===== src/rtl/fcl_dxl_pkg.sv =====
// -----------------------------------------------------------------------------
// fcl_dxl_pkg
// Shared definitions for the Dynamixel-style packet receiver:
//   - dxl_state_e    : parser state enumeration
//   - ERR_*          : pkt_err_code values
//   - HDR_BYTE       : frame header byte (two of them start a frame)
//   - BCAST_ID       : broadcast servo ID
//   - INSTR_*        : instruction opcodes
//   - csum_add       : 8-bit wrap-around checksum accumulation
// -----------------------------------------------------------------------------
package fcl_dxl_pkg;

    typedef enum logic [2:0] {
        ST_HDR1  = 3'd0,
        ST_HDR2  = 3'd1,
        ST_ID    = 3'd2,
        ST_LEN   = 3'd3,
        ST_INSTR = 3'd4,
        ST_PARAM = 3'd5,
        ST_CSUM  = 3'd6
    } dxl_state_e;

    localparam logic [1:0] ERR_CSUM    = 2'd1;
    localparam logic [1:0] ERR_LEN     = 2'd2;
    localparam logic [1:0] ERR_TIMEOUT = 2'd3;

    localparam logic [7:0] HDR_BYTE = 8'hFF;
    localparam logic [7:0] BCAST_ID = 8'hFE;

    localparam logic [7:0] INSTR_PING  = 8'h01;
    localparam logic [7:0] INSTR_READ  = 8'h02;
    localparam logic [7:0] INSTR_WRITE = 8'h03;

    function automatic logic [7:0] csum_add(input logic [7:0] acc, input logic [7:0] b);
        return acc + b;
    endfunction

endpackage


===== src/rtl/fcl_dxl_param_buf.sv =====
// -----------------------------------------------------------------------------
// fcl_dxl_param_buf
// Parameter byte store for the packet receiver. Write-indexed register array
// with a combinational read port.
// Ports:
//   sys_clk, _reset      clock / asynchronous active-low reset (clears array)
//   wr_en, wr_addr,
//   wr_data              write one parameter byte at wr_addr
//   rd_addr              read address
//   rd_count             number of valid entries; reads at or above it give 0
//   rd_data              combinational read data
// -----------------------------------------------------------------------------
module fcl_dxl_param_buf
    import fcl_dxl_pkg::*;
#(
    parameter int MAX_PARAMS = 16
) (
    input  logic       sys_clk,
    input  logic       _reset,
    input  logic       wr_en,
    input  logic [4:0] wr_addr,
    input  logic [7:0] wr_data,
    input  logic [4:0] rd_addr,
    input  logic [4:0] rd_count,
    output logic [7:0] rd_data
);

    localparam logic [5:0] DEPTH = 6'(MAX_PARAMS);

    // Entries at or above MAX_PARAMS are never written and stay at their
    // reset value, so they reduce to constants.
    logic [7:0] mem_q [32];
    logic [7:0] mem_d [32];

    always_comb begin
        mem_d = mem_q;
        if (wr_en && ({1'b0, wr_addr} < DEPTH)) begin
            mem_d[wr_addr] = wr_data;
        end
    end

    always_ff @(posedge sys_clk or negedge _reset) begin
        if (!_reset) begin
            for (int i = 0; i < 32; i++) begin
                mem_q[i] <= 8'h00;
            end
        end else begin
            mem_q <= mem_d;
        end
    end

    always_comb begin
        rd_data = 8'h00;
        if (rd_addr < rd_count) begin
            rd_data = mem_q[rd_addr];
        end
    end

endmodule


===== src/rtl/fcl_dxl_packet_rx.sv =====
// -----------------------------------------------------------------------------
// fcl_dxl_packet_rx
// Byte-stream parser for frames  FF FF ID LEN INSTR P0..Pn-1 CSUM  (n = LEN-2,
// CSUM = ~(ID+LEN+INSTR+sum(P)) mod 256). Reports good packets, checksum /
// length / inter-byte-timeout errors, and exposes the last good packet's
// header fields and parameter bytes.
//
// Optional build macro: DXL_ID_FILTER_EN -- when defined, frames whose ID is
// neither MY_ID nor broadcast (FE) are parsed but dropped without any strobe
// (checksum and length errors on them are silent too).
//
// Ports:
//   sys_clk, _reset          clock / asynchronous active-low reset
//   rx_data, rx_data_valid   received byte and its one-cycle strobe
//   pkt_valid                one-cycle strobe: good packet accepted
//   pkt_error                one-cycle strobe: packet aborted
//   pkt_err_code             1=checksum 2=length 3=timeout, held until next error
//   pkt_id, pkt_instr,
//   pkt_param_count          fields of the last good packet
//   param_rd_addr/_data      combinational parameter buffer read
//   rx_busy                  high whenever a frame is in progress
// -----------------------------------------------------------------------------
module fcl_dxl_packet_rx
    import fcl_dxl_pkg::*;
#(
    parameter int         MAX_PARAMS     = 16,
    parameter int         TIMEOUT_CYCLES = 50000,
    parameter logic [7:0] MY_ID          = 8'h01
) (
    input  logic       sys_clk,
    input  logic       _reset,
    input  logic [7:0] rx_data,
    input  logic       rx_data_valid,
    output logic       pkt_valid,
    output logic       pkt_error,
    output logic [1:0] pkt_err_code,
    output logic [7:0] pkt_id,
    output logic [7:0] pkt_instr,
    output logic [4:0] pkt_param_count,
    input  logic [4:0] param_rd_addr,
    output logic [7:0] param_rd_data,
    output logic       rx_busy
);

    localparam int TMO_W = (TIMEOUT_CYCLES > 1) ? $clog2(TIMEOUT_CYCLES) : 1;
    localparam logic [TMO_W-1:0] TMO_LAST = TMO_W'(TIMEOUT_CYCLES - 1);
    localparam logic [7:0]       LEN_MAX  = 8'(MAX_PARAMS + 2);

    dxl_state_e       state_q, state_d;
    logic [7:0]       id_q, id_d;
    logic [7:0]       instr_q, instr_d;
    logic [4:0]       n_q, n_d;
    logic [4:0]       idx_q, idx_d;
    logic [7:0]       csum_q, csum_d;
    logic [TMO_W-1:0] tmo_q, tmo_d;
    logic             drop_q, drop_d;
    logic             pkt_valid_q, pkt_valid_d;
    logic             pkt_error_q, pkt_error_d;
    logic [1:0]       err_code_q, err_code_d;
    logic [7:0]       pkt_id_q, pkt_id_d;
    logic [7:0]       pkt_instr_q, pkt_instr_d;
    logic [4:0]       pkt_cnt_q, pkt_cnt_d;

    logic             timeout_hit;
    logic             buf_wr_en;
    logic             id_dropped;

`ifdef DXL_ID_FILTER_EN
    assign id_dropped = (rx_data != MY_ID) && (rx_data != BCAST_ID);
`else
    assign id_dropped = 1'b0;
    logic unused_my_id;
    assign unused_my_id = ^MY_ID;
`endif

    // Expiry happens on the idle cycle that would bring the count to
    // TIMEOUT_CYCLES; a byte on that same cycle wins and clears the count.
    assign timeout_hit = !rx_data_valid && (state_q != ST_HDR1) && (tmo_q == TMO_LAST);

    always_comb begin
        state_d     = state_q;
        id_d        = id_q;
        instr_d     = instr_q;
        n_d         = n_q;
        idx_d       = idx_q;
        csum_d      = csum_q;
        drop_d      = drop_q;
        pkt_valid_d = 1'b0;
        pkt_error_d = 1'b0;
        err_code_d  = err_code_q;
        pkt_id_d    = pkt_id_q;
        pkt_instr_d = pkt_instr_q;
        pkt_cnt_d   = pkt_cnt_q;
        buf_wr_en   = 1'b0;

        if (rx_data_valid || (state_q == ST_HDR1) || timeout_hit) begin
            tmo_d = '0;
        end else begin
            tmo_d = tmo_q + TMO_W'(1);
        end

        if (timeout_hit) begin
            pkt_error_d = 1'b1;
            err_code_d  = ERR_TIMEOUT;
            state_d     = ST_HDR1;
        end else if (rx_data_valid) begin
            unique case (state_q)
                ST_HDR1: begin
                    if (rx_data == HDR_BYTE) state_d = ST_HDR2;
                end
                ST_HDR2: begin
                    if (rx_data == HDR_BYTE) begin
                        state_d = ST_ID;
                        csum_d  = 8'h00;
                    end else begin
                        state_d = ST_HDR1;
                    end
                end
                ST_ID: begin
                    // Extra FF bytes before the ID are a redundant header.
                    if (rx_data != HDR_BYTE) begin
                        id_d    = rx_data;
                        drop_d  = id_dropped;
                        csum_d  = csum_add(csum_q, rx_data);
                        state_d = ST_LEN;
                    end
                end
                ST_LEN: begin
                    if ((rx_data < 8'd2) || (rx_data > LEN_MAX)) begin
                        pkt_error_d = !drop_q;
                        if (!drop_q) err_code_d = ERR_LEN;
                        state_d = ST_HDR1;
                    end else begin
                        n_d     = 5'(rx_data - 8'd2);
                        csum_d  = csum_add(csum_q, rx_data);
                        state_d = ST_INSTR;
                    end
                end
                ST_INSTR: begin
                    instr_d = rx_data;
                    csum_d  = csum_add(csum_q, rx_data);
                    idx_d   = 5'd0;
                    state_d = (n_q != 5'd0) ? ST_PARAM : ST_CSUM;
                end
                ST_PARAM: begin
                    buf_wr_en = 1'b1;
                    csum_d    = csum_add(csum_q, rx_data);
                    idx_d     = idx_q + 5'd1;
                    if (idx_q == (n_q - 5'd1)) state_d = ST_CSUM;
                end
                ST_CSUM: begin
                    if (rx_data == ~csum_q) begin
                        if (!drop_q) begin
                            pkt_valid_d = 1'b1;
                            pkt_id_d    = id_q;
                            pkt_instr_d = instr_q;
                            pkt_cnt_d   = n_q;
                        end
                    end else if (!drop_q) begin
                        pkt_error_d = 1'b1;
                        err_code_d  = ERR_CSUM;
                    end
                    state_d = ST_HDR1;
                end
                default: state_d = ST_HDR1;
            endcase
        end
    end

    always_ff @(posedge sys_clk or negedge _reset) begin
        if (!_reset) begin
            state_q     <= ST_HDR1;
            id_q        <= 8'h00;
            instr_q     <= 8'h00;
            n_q         <= 5'd0;
            idx_q       <= 5'd0;
            csum_q      <= 8'h00;
            tmo_q       <= '0;
            drop_q      <= 1'b0;
            pkt_valid_q <= 1'b0;
            pkt_error_q <= 1'b0;
            err_code_q  <= 2'd0;
            pkt_id_q    <= 8'h00;
            pkt_instr_q <= 8'h00;
            pkt_cnt_q   <= 5'd0;
        end else begin
            state_q     <= state_d;
            id_q        <= id_d;
            instr_q     <= instr_d;
            n_q         <= n_d;
            idx_q       <= idx_d;
            csum_q      <= csum_d;
            tmo_q       <= tmo_d;
            drop_q      <= drop_d;
            pkt_valid_q <= pkt_valid_d;
            pkt_error_q <= pkt_error_d;
            err_code_q  <= err_code_d;
            pkt_id_q    <= pkt_id_d;
            pkt_instr_q <= pkt_instr_d;
            pkt_cnt_q   <= pkt_cnt_d;
        end
    end

    fcl_dxl_param_buf #(
        .MAX_PARAMS (MAX_PARAMS)
    ) u_param_buf (
        .sys_clk  (sys_clk),
        ._reset   (_reset),
        .wr_en    (buf_wr_en),
        .wr_addr  (idx_q),
        .wr_data  (rx_data),
        .rd_addr  (param_rd_addr),
        .rd_count (pkt_cnt_q),
        .rd_data  (param_rd_data)
    );

    assign pkt_valid       = pkt_valid_q;
    assign pkt_error       = pkt_error_q;
    assign pkt_err_code    = err_code_q;
    assign pkt_id          = pkt_id_q;
    assign pkt_instr       = pkt_instr_q;
    assign pkt_param_count = pkt_cnt_q;
    assign rx_busy         = (state_q != ST_HDR1);

endmodule


===== config.mk =====
export PLATFORM = sky130hd
export DESIGN_NAME = fcl_dxl_packet_rx
export DESIGN_NICKNAME = d
export VERILOG_FILES = /design/src/rtl/fcl_dxl_pkg.sv /design/src/rtl/fcl_dxl_param_buf.sv /design/src/rtl/fcl_dxl_packet_rx.sv
export SDC_FILE = /design/constraint.sdc
export NUM_CORES = 1
export LEC_CHECK = 0
export CORE_MARGIN = 3
export CORE_UTILIZATION = 40
export DETAILED_ROUTE_END_ITERATION = 7
export PLACE_DENSITY_LB_ADDON = 0.1
export SETUP_SLACK_MARGIN = 0.5
export SYNTH_ARGS = -nofsm -noshare
export SYNTH_HDL_FRONTEND = slang
export SYNTH_SLANG_ARGS = --single-unit

===== constraint.sdc =====
create_clock -name sys_clk -period 2.9 [get_ports sys_clk]
set_input_delay 0.29 -clock sys_clk [delete_from_list [all_inputs] [get_ports sys_clk]]
set_output_delay 0.29 -clock sys_clk [all_outputs]
set_load 0.1 [all_outputs]

==> impl_metrics.json <==
{
  "fin_tns_setup_ps": 0,
  "tightest_slew_ps": 661,
  "netlist.area_leader.share_pct": 57.0,
  "use_met2_pct": 25.2,
  "synth_ff_type": "dfrtp_1",
  "via_per_inst": 5.12,
  "start_util_pct": 40.9,
  "cts_max_level": 2,
  "clock_path_buffers": 3,
  "max_slew_margin_pct": 55.8,
  "numPortBuffers": 49,
  "peakVddDrop_uv": 418,
  "drtAntennaViolNets": 0,
  "gp_congestion": 0.757,
  "dpl.hpwl_mm": 20.1,
  "grt_pass1_wl_mm": 49.8,
  "root_buffer": "clkbuf_16",
  "post-route-drc-count": 0,
  "rsz0062_at_grt": "true",
  "grt_pass1_vias": 8484,
  "yosysWarnings": 0,
  "drv_slew": 0,
  "wirelength_mm": 30.6,
  "drt_first_pass_iters": 4,
  "layout_commonest_cell": "dfrtp_1",
  "core_sq_um": 35800,
  "grt_use_total_pct": 16.4,
  "async_reset_ff_share_pct": 100,
  "grtUsageMet1_pct": 24.6,
  "clkSinkCount": 334,
  "wl_per_cell_um": 20.1,
  "crit_type": "reg2out",
  "finalClockSkew_ps": 20.3,
  "power.total_uw": 9910,
  "dieHeight_um": 197,
  "grt_use_met3_pct": 2.75,
  "drtIter0Drc": 390,
  "p_per_area_nw_per_um2": 586,
  "io_pins": 50,
  "cp.arrival_ps": 2360,
  "setup_viol": 0,
  "final_cell_mix": "dfrtp_1, mux2_2, mux4_2",
  "syn_area_sq_um": 14700,
  "critPathLaunchType": "register",
  "ys_types": 51,
  "drv_cap": 0,
  "synth_edf_count": 0,
  "vias": 7808,
  "layout-drive-gt1-share_pct": 40.3,
  "synthTopCellsByArea": "dfrtp_1, mux2_2, mux4_2, clkbuf_1, ha_1",
  "clkLatencyLatePin_ps": 530,
  "cp-end-kind": "primary output",
  "syn_nets": 1115,
  "area_delta_synth_final_pct": 15.5,
  "hold_viol": 0,
  "min_period_ps": 2650,
  "outcome": "finished clean",
  "cts_tree": "built",
  "nets": 1071,
  "syn_inst": 1079,
  "syn-mean-instance-area_sq_um": 13.6,
  "num_antenna_cells": 0,
  "grt_overflow": 0,
  "cts.clk_slew.worst_paths_ps": 60,
  "yosys.area.top_type": "dfrtp_1",
  "critical_path_required_ps": 2610,
  "cts_buffers": 38,
  "antenna_found_initial": 0,
  "die-area_sq_um": 39000,
  "p_leak_uw": 0.00807,
  "hold_path_class": "in2async",
  "ys_ff_latch": 334,
  "fin_crit_sh_pct": 91.5,
  "max_freq_ghz": 0.377,
  "yosysSeqAreaShare_pct": 57.0,
  "fp.dieW_um": 197,
  "grt_busiest_layer": "met2",
  "placementRows": 69,
  "critical_path_peak_fanout": 8,
  "grt_start_max_net_pins": 77
}
==> layer usage <==
metal / vias to the layer above / wire (um) / part of all wire [%]
li1: 3645 / - / -
met1: 4030 / 15000 / 49
met2: 91 / 14100 / 46
met3: 42 / 878 / 2.9
met4: 0 / 607 / 2.0
met5: - / 0 / 0
==> cell usage after synthesis (10+ instances only) <==
| library cell | n |
|---|---|
| buf_2 | 14 |
| and3_1 | 12 |
| inv_1 | 18 |
| nor3_1 | 11 |
| clkbuf_1 | 158 |
| dfrtp_1 | 334 |
| nand2_2 | 16 |
| xor2_1 | 13 |
| nor2b_1 | 10 |
| nor2_1 | 40 |
| mux2_2 | 157 |
| nand3_1 | 13 |
| a211oi_1 | 15 |
| xnor2_1 | 13 |
| ha_1 | 19 |
| a21oi_1 | 25 |
| mux2i_1 | 11 |
| o21ai_0 | 23 |
| nand2_1 | 31 |
| mux4_2 | 73 |
==> logic make-up (layout without fill, tap and decap cells) <==
kind of cell	Yosys count	count (layout)	share of synthesized area, %
AOI/OAI and AO/OA	84	84	3.57
xor gates and xnor gates	26	26	1.55
adders and majority gates	20	20	1.76
buffers and inverters	198	182	5.45
DFF	334	334	57.0
muxes	248	248	24.6
and+or+nand+nor	169	169	6.05
==> area by class of cell <==
| class | count | area (sq um) |
|---|---|---|
| tap | 461 | 577 |
| fill | 3139 | 18900 |
| multi-input combinational | 547 | 5650 |
| inverter | 18 | 70.1 |
| sequential | 334 | 8370 |
| timing repair buffer | 96 | 991 |
| clock inverter | 9 | 129 |
| clock buffer | 59 | 1140 |
==> critical path, stage by stage (launching register included) <==
cell,delay [ps]
dfrtp_4,490
inv_4,70
ha_4,180
a21o_1,150
a21o_1,160
a21o_1,160
a21o_4,300
nor2_4,140
buf_12,180
==> stage by stage <==
stage	hold slack, ps	setup slack (ps)	instance area (sq um)	cells	utilization, %
final	338	246	16900	1524	47.2
after detailed placement	315	178	15600	1453	43.4
after global placement	320	252	15600	1453	43.4
after floorplan	-5.59	503	14700	1079	-
after CTS	354	191	16900	1523	47.1
after global routing	378	145	16900	1524	47.2
==> worst paths after layout <==
kind / from / to / slack [ps] / depth (start not counted)
worst max-delay path: pkt_param_count[1] / param_rd_data[1] / 250 / 8
worst min-delay path: _reset / u_param_buf.mem_q[18] / 340 / 2
worst max register to register: csum_q[5] / pkt_id[5] / 620 / 6
worst min register to register: u_param_buf.mem_q[108] / u_param_buf.mem_q[108] / 370 / 0
max in group asynchronous: _reset / pkt_id[4] / 1700 / 3
min in group sys_clk: u_param_buf.mem_q[108] / u_param_buf.mem_q[108] / 370 / 0
==> what timing repair did <==
item,in CTS,in global routing
hold buffers,1,0
endpoints found under the setup margin,8,113
gates resized for setup,11,9
buffers inserted,1,1
pin swaps,1,1
gates cloned,0,0
hold endpoints to repair,63,0
==> power breakdown <==
group	total [uW]	internal (uW)	switching, uW
sequential	4670	4660	1.99
combinational	456	153	303
clock	4790	2900	1890
total	9910	7720	2200
==> sequential cells by signal, summed over array words and instances (netlist names) <==
register,count
csum_q,8
pkt_instr,8
pkt_valid,1
n_q,5
pkt_id,8
state_q,3
pkt_error,1
id_q,8
instr_q,8
u_param_buf.mem_q,256
pkt_param_count,5
pkt_err_code,2
idx_q,5
tmo_q,16
Power figures use the tool's default switching activity.
